## src/rtl/if_fetch_queue.sv

```systemverilog
// ----------------------------------------------------------------------------
// if_fetch_queue
//   MIPS instruction-fetch stage. Owns the PC, issues reads to a synchronous
//   instruction memory (data one cycle after request) and buffers the returned
//   words in a DEPTH-entry queue. The head entry is presented to ID split into
//   MIPS fields under a valid/ready handshake. A redirect flushes the queue and
//   any in-flight read, then fetch resumes at the new target.
//
// Ports
//   clk, rst_n      : rising-edge clock, asynchronous active-low reset
//   imem_req/addr   : read request and word-aligned byte address
//   imem_rdata      : instruction word for the request of the previous cycle
//   redirect/_pc    : flush and restart fetch at redirect_pc (bits [1:0] = 0)
//   id_ready        : ID accepts the head entry this cycle
//   out_valid       : head entry valid
//   out_pc/out_pc4  : head address and head address + 4
//   opcode..jmp_address : head instruction fields (0 while out_valid = 0)
//   count           : occupied queue entries
// ----------------------------------------------------------------------------
module if_fetch_queue #(
    parameter int                ADDR_W   = 32,
    parameter int                DEPTH    = 4,
    parameter logic [ADDR_W-1:0] RESET_PC = '0
) (
    input  logic                   clk,
    input  logic                   rst_n,
    output logic                   imem_req,
    output logic [ADDR_W-1:0]      imem_addr,
    input  logic [31:0]            imem_rdata,
    input  logic                   redirect,
    input  logic [ADDR_W-1:0]      redirect_pc,
    input  logic                   id_ready,
    output logic                   out_valid,
    output logic [ADDR_W-1:0]      out_pc,
    output logic [ADDR_W-1:0]      out_pc4,
    output logic [5:0]             opcode,
    output logic [4:0]             rs,
    output logic [4:0]             rt,
    output logic [4:0]             rd,
    output logic [15:0]            immediate,
    output logic [5:0]             func,
    output logic [25:0]            jmp_address,
    output logic [$clog2(DEPTH):0] count
);

    localparam int PW = $clog2(DEPTH);
    localparam int CW = PW + 1;

    logic [ADDR_W-1:0] pc_q, pc_d;
    logic [ADDR_W-1:0] fl_pc_q, fl_pc_d;   // address of the in-flight read
    logic              inflight_q, inflight_d;
    logic [PW-1:0]     wr_ptr_q, wr_ptr_d;
    logic [PW-1:0]     rd_ptr_q, rd_ptr_d;
    logic [CW-1:0]     count_q, count_d;

    logic [ADDR_W-1:0] pc_mem_q  [DEPTH];
    logic [31:0]       ins_mem_q [DEPTH];

    logic              space;
    logic              issue;
    logic              push;
    logic              pop;
    logic [31:0]       head_ins;
    logic [ADDR_W-1:0] head_pc;

    // Counting the in-flight read as occupied guarantees its response a slot.
    assign space = ({1'b0, count_q} + {{CW{1'b0}}, inflight_q}) < (CW+1)'(DEPTH);
    assign issue = rst_n & ~redirect & space;
    // A redirect squashes the response arriving this cycle and any pop.
    assign push  = inflight_q & ~redirect;
    assign pop   = out_valid & id_ready & ~redirect;

    assign imem_req  = issue;
    assign imem_addr = pc_q;

    always_comb begin
        pc_d       = pc_q;
        fl_pc_d    = fl_pc_q;
        inflight_d = 1'b0;
        wr_ptr_d   = wr_ptr_q;
        rd_ptr_d   = rd_ptr_q;
        count_d    = count_q;
        if (redirect) begin
            pc_d     = redirect_pc & {{(ADDR_W-2){1'b1}}, 2'b00};
            wr_ptr_d = '0;
            rd_ptr_d = '0;
            count_d  = '0;
        end else begin
            if (issue) begin
                pc_d       = pc_q + ADDR_W'(4);
                fl_pc_d    = pc_q;
                inflight_d = 1'b1;
            end
            if (push) wr_ptr_d = wr_ptr_q + PW'(1);
            if (pop)  rd_ptr_d = rd_ptr_q + PW'(1);
            case ({push, pop})
                2'b10:   count_d = count_q + CW'(1);
                2'b01:   count_d = count_q - CW'(1);
                default: count_d = count_q;
            endcase
        end
    end

    always_ff @(posedge clk or negedge rst_n) begin
        if (!rst_n) begin
            pc_q       <= RESET_PC;
            fl_pc_q    <= '0;
            inflight_q <= 1'b0;
            wr_ptr_q   <= '0;
            rd_ptr_q   <= '0;
            count_q    <= '0;
        end else begin
            pc_q       <= pc_d;
            fl_pc_q    <= fl_pc_d;
            inflight_q <= inflight_d;
            wr_ptr_q   <= wr_ptr_d;
            rd_ptr_q   <= rd_ptr_d;
            count_q    <= count_d;
        end
    end

    // Storage needs no reset: it is only observed through count_q.
    always_ff @(posedge clk) begin
        if (push) begin
            pc_mem_q[wr_ptr_q]  <= fl_pc_q;
            ins_mem_q[wr_ptr_q] <= imem_rdata;
        end
    end

`ifndef SYNTHESIS
    always_ff @(posedge clk) begin
        if (rst_n && push)
            assert (count_q < CW'(DEPTH))
            else $error("if_fetch_queue: push into full queue");
    end
`endif

    assign out_valid = (count_q != '0);
    assign head_ins  = out_valid ? ins_mem_q[rd_ptr_q] : '0;
    assign head_pc   = out_valid ? pc_mem_q[rd_ptr_q]  : '0;

    assign out_pc      = head_pc;
    assign out_pc4     = out_valid ? head_pc + ADDR_W'(4) : '0;
    assign opcode      = head_ins[31:26];
    assign rs          = head_ins[25:21];
    assign rt          = head_ins[20:16];
    assign rd          = head_ins[15:11];
    assign immediate   = head_ins[15:0];
    assign func        = head_ins[5:0];
    assign jmp_address = head_ins[25:0];
    assign count       = count_q;

endmodule
```

## config.mk

```make
export PLATFORM = sky130hd
export DESIGN_NAME = if_fetch_queue
export DESIGN_NICKNAME = d
export VERILOG_FILES = /design/src/rtl/if_fetch_queue.sv
export SDC_FILE = /design/constraint.sdc
export NUM_CORES = 1
export LEC_CHECK = 0
export ABC_CLOCK_PERIOD_IN_PS = 10050
export CELL_PAD_IN_SITES_DETAIL_PLACEMENT = 1
export CELL_PAD_IN_SITES_GLOBAL_PLACEMENT = 1
export CORE_UTILIZATION = 47
export CTS_CLUSTER_SIZE = 12
export DETAILED_ROUTE_END_ITERATION = 10
export PLACE_DENSITY_LB_ADDON = 0.1
export SLEW_MARGIN = 10
export SYNTH_ARGS = -nofsm -noshare
export SYNTH_HDL_FRONTEND = slang
export SYNTH_SLANG_ARGS = --single-unit
```

## constraint.sdc

```tcl
create_clock -name clk -period 10.05 [get_ports clk]
set_clock_uncertainty 0.2 [all_clocks]
set_input_delay 1.5075 -clock clk [delete_from_list [all_inputs] [get_ports clk]]
set_output_delay 1.5075 -clock clk [all_outputs]
set_load 0.05 [all_outputs]
```

==> metrics.txt, run 1 <==
outcome finished clean; Rows between 60 and 70; Critical Path RT around 8.3 ns; Min-Delay Path Depth 0; worst-path cell chain nor3_2, buf_4, inv_2, buf_4, and2_1, ha_1, nand3_1, nor4b_4, nand3_2, or4_1, o21ai_0, clkdlybuf4s50_1; CP bufs+invs 4; top layer in use met4; chip width between 150 and 200 µm; HPWL after DPL 21,400 µm; Critical R2R Launch inflight_q; TritonCTS clock tree done; WP data arrival between 5 and 6 ns; WL met1 about 15,000 µm; drt wl/cell approximately 22 µm; I/O pin count ~240; # setup viols final 0; Max Slew Vio Count 0; Hold Vio Cnt, Final 0; max-cap violations 0; Async SR Flop Fraction around 22%; Reg2Reg Capture Point imem_addr[14]; Post-synth EDFFs 248; Vias approximately 8,700; Nets between 1,000 and 1,500; DRT antenna net count 0; Worst Reg2Reg Path Length in Cells 8; vias per std cell between 5 and 6; CORE AREA about 0.029 mm²; worst hold margin 0.316 ns; most used cell, CP buf_4; die area between 0.03 and 0.04 mm²; met2 WL 16,900 µm; leakage just over 6 nW; final worst-path cycle share 69.5%; Design Power roughly 5.5 mW; hold_buf cts 0; maximum fanout along the worst path 40; Yosys reg bits 316; sequential fraction of the synthesis area between 60% and 70%; Clock Latency Late Sink 0.51 ns; Unique masters post-synth 64; Worst R2R Setup Slack between 6 and 7 ns; post-cts resize count 0; Mapped Area 0.0141 mm²; Max H-tree Level 2; setup TNS 0 ns; drt pass-1 iters 4; Critical Path End Type output port; type of the worst min-delay path reg -> reg; type of the worst setup path reg -> out; gr usage total 22.4%; Final Non-Filler Cells 1,570; Post-CTS Setup Inserts 0; CTS clk-pin slew, worst paths 0.06 ns; Yosys warning count 0; vias in the first global route just over 9,000; HP Start fl_pc_q[3]; IO Port Bufs about 230; CP startpoint kind flop; WL final 33,800 µm; Fillers between 2,000 and 3,000; ant diodes 0; Post-Place Cells 1,511; Mapped Cells ~1,000; pin count of the biggest net entering global routing 78; Largest stage delay, worst path 0.84 ns; global-route wire length before repair 52,500 µm; CTS max path bufs 3; gpl congestion about 0.79; CTS buffer count 35; share of post-route cells with drive strength above 1 approximately 11%; drt drc 0; detailed router's first-iteration violation count between 500 and 600; clock root cell clkbuf_16; metal3 WL around 1600 µm; clock sinks 316; Initial Util between 40% and 50%; Worst path top cell family by delay buffers and inverters; synth-to-layout area growth 23.9%; initial antenna violation count 0; Worst-Margin Slew about 1.1 ns; ys flop type edfxtp_1; P per Cell Area approximately 310 mW/mm²; Worst path slowest cell clkdlybuf4s50_1; Worst slew margin ~28%; GRT Residual Overflow 0; die height 175 µm; Hold EP pc_mem_q[0][3]; synthesized area per cell about 14 µm²; fin crit period ~7.0 ns; RSZ-0062 raised after global routing no; Peak Freq between 100 and 150 MHz; peak supply drop 0.134 mV
[layout by cell type, fill, tap and decap left out, types with 10 or more instances in the layout]
master,instances
nor2_1,44
inv_1,16
xor2_1,11
xnor2_1,11
mux4_1,16
clkbuf_1,11
edfxtp_1,248
and2_1,62
or3_1,10
mux4_2,44
o311ai_0,10
dfrtp_1,66
o21ai_0,36
a21oi_1,16
nand3_1,21
nand4_1,15
buf_4,14
clkdlybuf4s50_1,228
clkbuf_16,37
nand2_1,139
[report_power, final]
part           internal (mW)  leakage, nW  switching (mW)  total, mW
Combinational          0.796         2.51            1.74       2.53
Sequential              1.59         3.10           0.157       1.75
Clock                  0.710        0.522           0.479       1.19
Total                   3.10         6.12            2.37       5.47
[worst max path at each step]
stage                  start           to  depth (start not counted)
CTS                 count[0]  out_pc4[28]                         12
global route        count[0]  out_pc4[26]                         12
finish              count[0]  out_pc4[22]                         12
floorplan           count[0]  out_pc4[26]                         12
global placement    count[0]  out_pc4[22]                         12
detailed placement  count[0]  out_pc4[28]                         12
[cell usage after synthesis, drive strengths merged (11+ instances only)]
cell    count  share of area (%)
mux4       60                 10
edfxtp    248                 53
nand2     140                3.8
a21oi      16               0.57
dfrtp      68                 12
nand3      24               0.92
xnor2      11               0.68
buf        58                3.2
nand4      16               0.82
o21ai      36                1.3
and2       68                3.0
nor2       44                1.2
clkbuf     34                1.1
inv        17               0.45
xor2       11               0.68
[metrics by stage]
step	area, µm²	setup WS [ns]	utilization, %
after CTS	17400	3.01	59.9
final	17400	3.06	59.9
after floorplan	14100	4.02	-
after global routing	17400	2.63	59.9
after detailed placement	16400	3.58	56.3
after global placement	16400	3.58	56.3
[final cells by class]
class / instances / area [µm²] / area share, %
multi-input cells: 551 / 4290 / 24.6
clock inverters: 9 / 66.3 / 0.380
repair buffers: 243 / 2390 / 13.7
well taps: 384 / 480 / 2.76
inverters: 17 / 63.8 / 0.366
flip-flops and latches: 316 / 9150 / 52.5
clock buffers: 50 / 995 / 5.70
[cells by family (layout without fill, tap and decap cells)]
kind of cell    after synthesis  in the layout  synth area share [%]
buf+inv                     109            319                  4.76
flops                       316            316                  65.0
mux                          69             69                  10.7
other cells                   1              6                0.0267
compound gates               93             93                  4.28
fa+ha+maj                     7              7                 0.676
simple gates                354            354                  13.2
xor+xnor                     22             22                  1.37
[state kept, by name, summed over array words and instances (netlist names)]
signal      flops
inflight_q      1
pc_mem_q      120
fl_pc_q        30
ins_mem_q     128
count           3
wr_ptr_q        2
rd_ptr_q        2
imem_addr      30
[metal layers]
metal  global-route usage (%)  vias up
met4                     5.22        0
li1                         -     4003
met1                     30.0     4434
met3                     3.35       45
met2                     38.6      267
met5                        0        -
No activity file was read; power rests on OpenSTA's default activity.
==> run 2: changes to the inputs <==
ABC_CLOCK_PERIOD_IN_PS = 5910   (was 10050)
CORE_UTILIZATION = 40   (was 47)
clock period = 5.91 ns   (was 10.05 ns; I/O delays follow)
==> run 2 against run 1 <==
Net effect: combinational power rose by 72%; non-clock buffer count rose by 5; sequential share of layout area is 0.19 points lower; die area rose by 17%.
==> metrics.txt, run 2 (synthesis gave the netlist of run 1 again) <==
post-route setup slack 0.549 ns (-2.51 ns); DRT antenna net count 0 (unchanged); vias in the first global route 9,055 (-0.25%); hold_buf cts 0 (unchanged); WL final 33,800 µm (about the same); most common cell after layout, fill and taps aside edfxtp_1; Critical Path RT 4.82 ns (-3.52 ns); gr usage total 19.0% (-3.3 points); synth-to-layout area growth 24.4%; gpl congestion 0.785 (-0.70%); drt drc 0 (unchanged); GRT Residual Overflow 0 (unchanged); TritonCTS clock tree done; leakage 6.11 nW (-0.19%); Post-CTS Setup Inserts 0 (unchanged); Hold Vio Cnt, Final 0 (unchanged); Critical R2R Launch count[0]; Worst slew margin 26.4% (-1.4 points); ant diodes 0 (unchanged); drt wl/cell 20.6 µm (-4.4%); maximum fanout along the worst path 21 (-48%); I/O pin count 238 (unchanged); IO Port Bufs 229 (unchanged); chip width 190 µm (+8.3%); RSZ-0062 raised after global routing no; Rows 68 (+9.7%); Largest register FFs 128 (unchanged); Max Slew Vio Count 0 (unchanged); initial antenna violation count 0 (unchanged); CP Launch Point rd_ptr_q[0]; CTS clk-pin slew, worst paths 0.06 ns (about the same); peak supply drop 0.332 mV (+150%); die height 190 µm (+8.3%); Critical Path End Type output port; CORE AREA 0.0345 mm² (+19%); clock root cell clkbuf_16; CP startpoint kind flop; Largest Register ins_mem_q; Nets 1,243 (+0.32%); clock sinks 316 (unchanged); Vias 8,688 (-0.70%); outcome finished clean; # setup viols final 0 (unchanged); max-cap violations 0 (unchanged); biggest regs ins_mem_q (128), pc_mem_q (120); Initial Util 40.7% (-7.6 points); final worst-path cycle share 90.7%; pre-CTS setup slack 1.04 ns (-2.53 ns); Clock Latency Late Sink 0.50 ns (about the same); drt pass-1 iters 6 (+2); HPWL after DPL 22,500 µm (+5.2%); setup TNS 0 ns (unchanged); Worst-Margin Slew 1.10 ns (+0.0211 ns); type of the worst setup path reg -> out; vias per std cell 5.29 (-5.1%); fin crit period between 5 and 6 ns; share of post-route cells with drive strength above 1 11.4% (+0.075 points); Peak Freq 187 MHz; post-cts resize count 0 (unchanged); detailed router's first-iteration violation count 432 (-16%); CTS max path bufs 3 (unchanged); most frequent cells in the layout 248 x edfxtp_1, 226 x clkdlybuf4s50_1, 139 x nand2_1; WP data arrival 4.27 ns (-1.01 ns); type of the worst min-delay path in -> async; die area 0.0359 mm² (+17%); Fillers 3,385 (+21%); pin count of the biggest net entering global routing 77 (-1.3%); P per Cell Area 526 mW/mm² (+68%); global-route wire length before repair 52,500 µm (about the same); Max H-tree Level 2 (unchanged); CTS buffer count 34 (-2.9%)
==> run 2: metal layers <==
layer	vias to the layer above	wire length [µm]	track usage (%)	share of wire [%]
li1	4010	-	-	-
met4	0	542	4.62	1.6
met3	30	1520	2.45	4.5
met5	-	0	0	0
met2	242	16500	32.0	49
met1	4406	15300	26.3	45
==> run 2: cell type report <==
cell class / count / area [µm²] / area share, %
clock inverters: 4 / 21.3 / 0.122
clock buffers: 51 / 956 / 5.46
multi-input cells: 551 / 4290 / 24.5
repair buffers: 248 / 2450 / 14.0
flip-flops and latches: 316 / 9150 / 52.3
inverters: 17 / 63.8 / 0.365
well taps: 455 / 569 / 3.25
==> run 2: worst paths after layout <==
kind / endpoint / slack [ns] / depth (start not counted)
setup / recovery: out_pc4[31] / 0.55 / 8
hold / removal: imem_addr[19] / 0.23 / 2
setup reg to reg: count[2] / 3.05 / 10
hold reg to reg: pc_mem_q[1][4] / 0.32 / 0
max in group asynchronous: rd_ptr_q[0] / 4.38 / 3
min in group clk: pc_mem_q[1][4] / 0.32 / 0
==> run 2: per-stage QoR <==
stage / hold WS [ns] / cells / power [mW] / util [%] / area (µm²)
2_1_floorplan: 0.276 / 976 / 6.04 / - / 14100
6_report: 0.227 / 1642 / 9.21 / 50.7 / 17500
3_3_place_gp: 0.295 / 1587 / 7.35 / 47.8 / 16500
4_1_cts: 0.234 / 1642 / 9.31 / 50.7 / 17500
3_5_place_dp: 0.309 / 1587 / 7.40 / 47.8 / 16500
5_1_grt: 0.252 / 1642 / 9.59 / 50.7 / 17500
==> run 2: worst max-delay path: stages, from the launching register on <==
cell and delay [ns]:
dfrtp_4 0.58, buf_4 0.41, mux4_1 0.48, and4_1 0.31
nand3_1 0.13, or4_1 0.49, or3_1 0.32, a21oi_1 0.20
clkdlybuf4s50_1 0.84
==> run 2: where the power goes <==
| part | internal [mW] | switching (mW) | total [mW] |
|---|---|---|---|
| clock network | 1.11 | 0.793 | 1.90 |
| registers | 2.71 | 0.249 | 2.96 |
| logic | 1.37 | 2.98 | 4.34 |
| total | 5.19 | 4.02 | 9.21 |
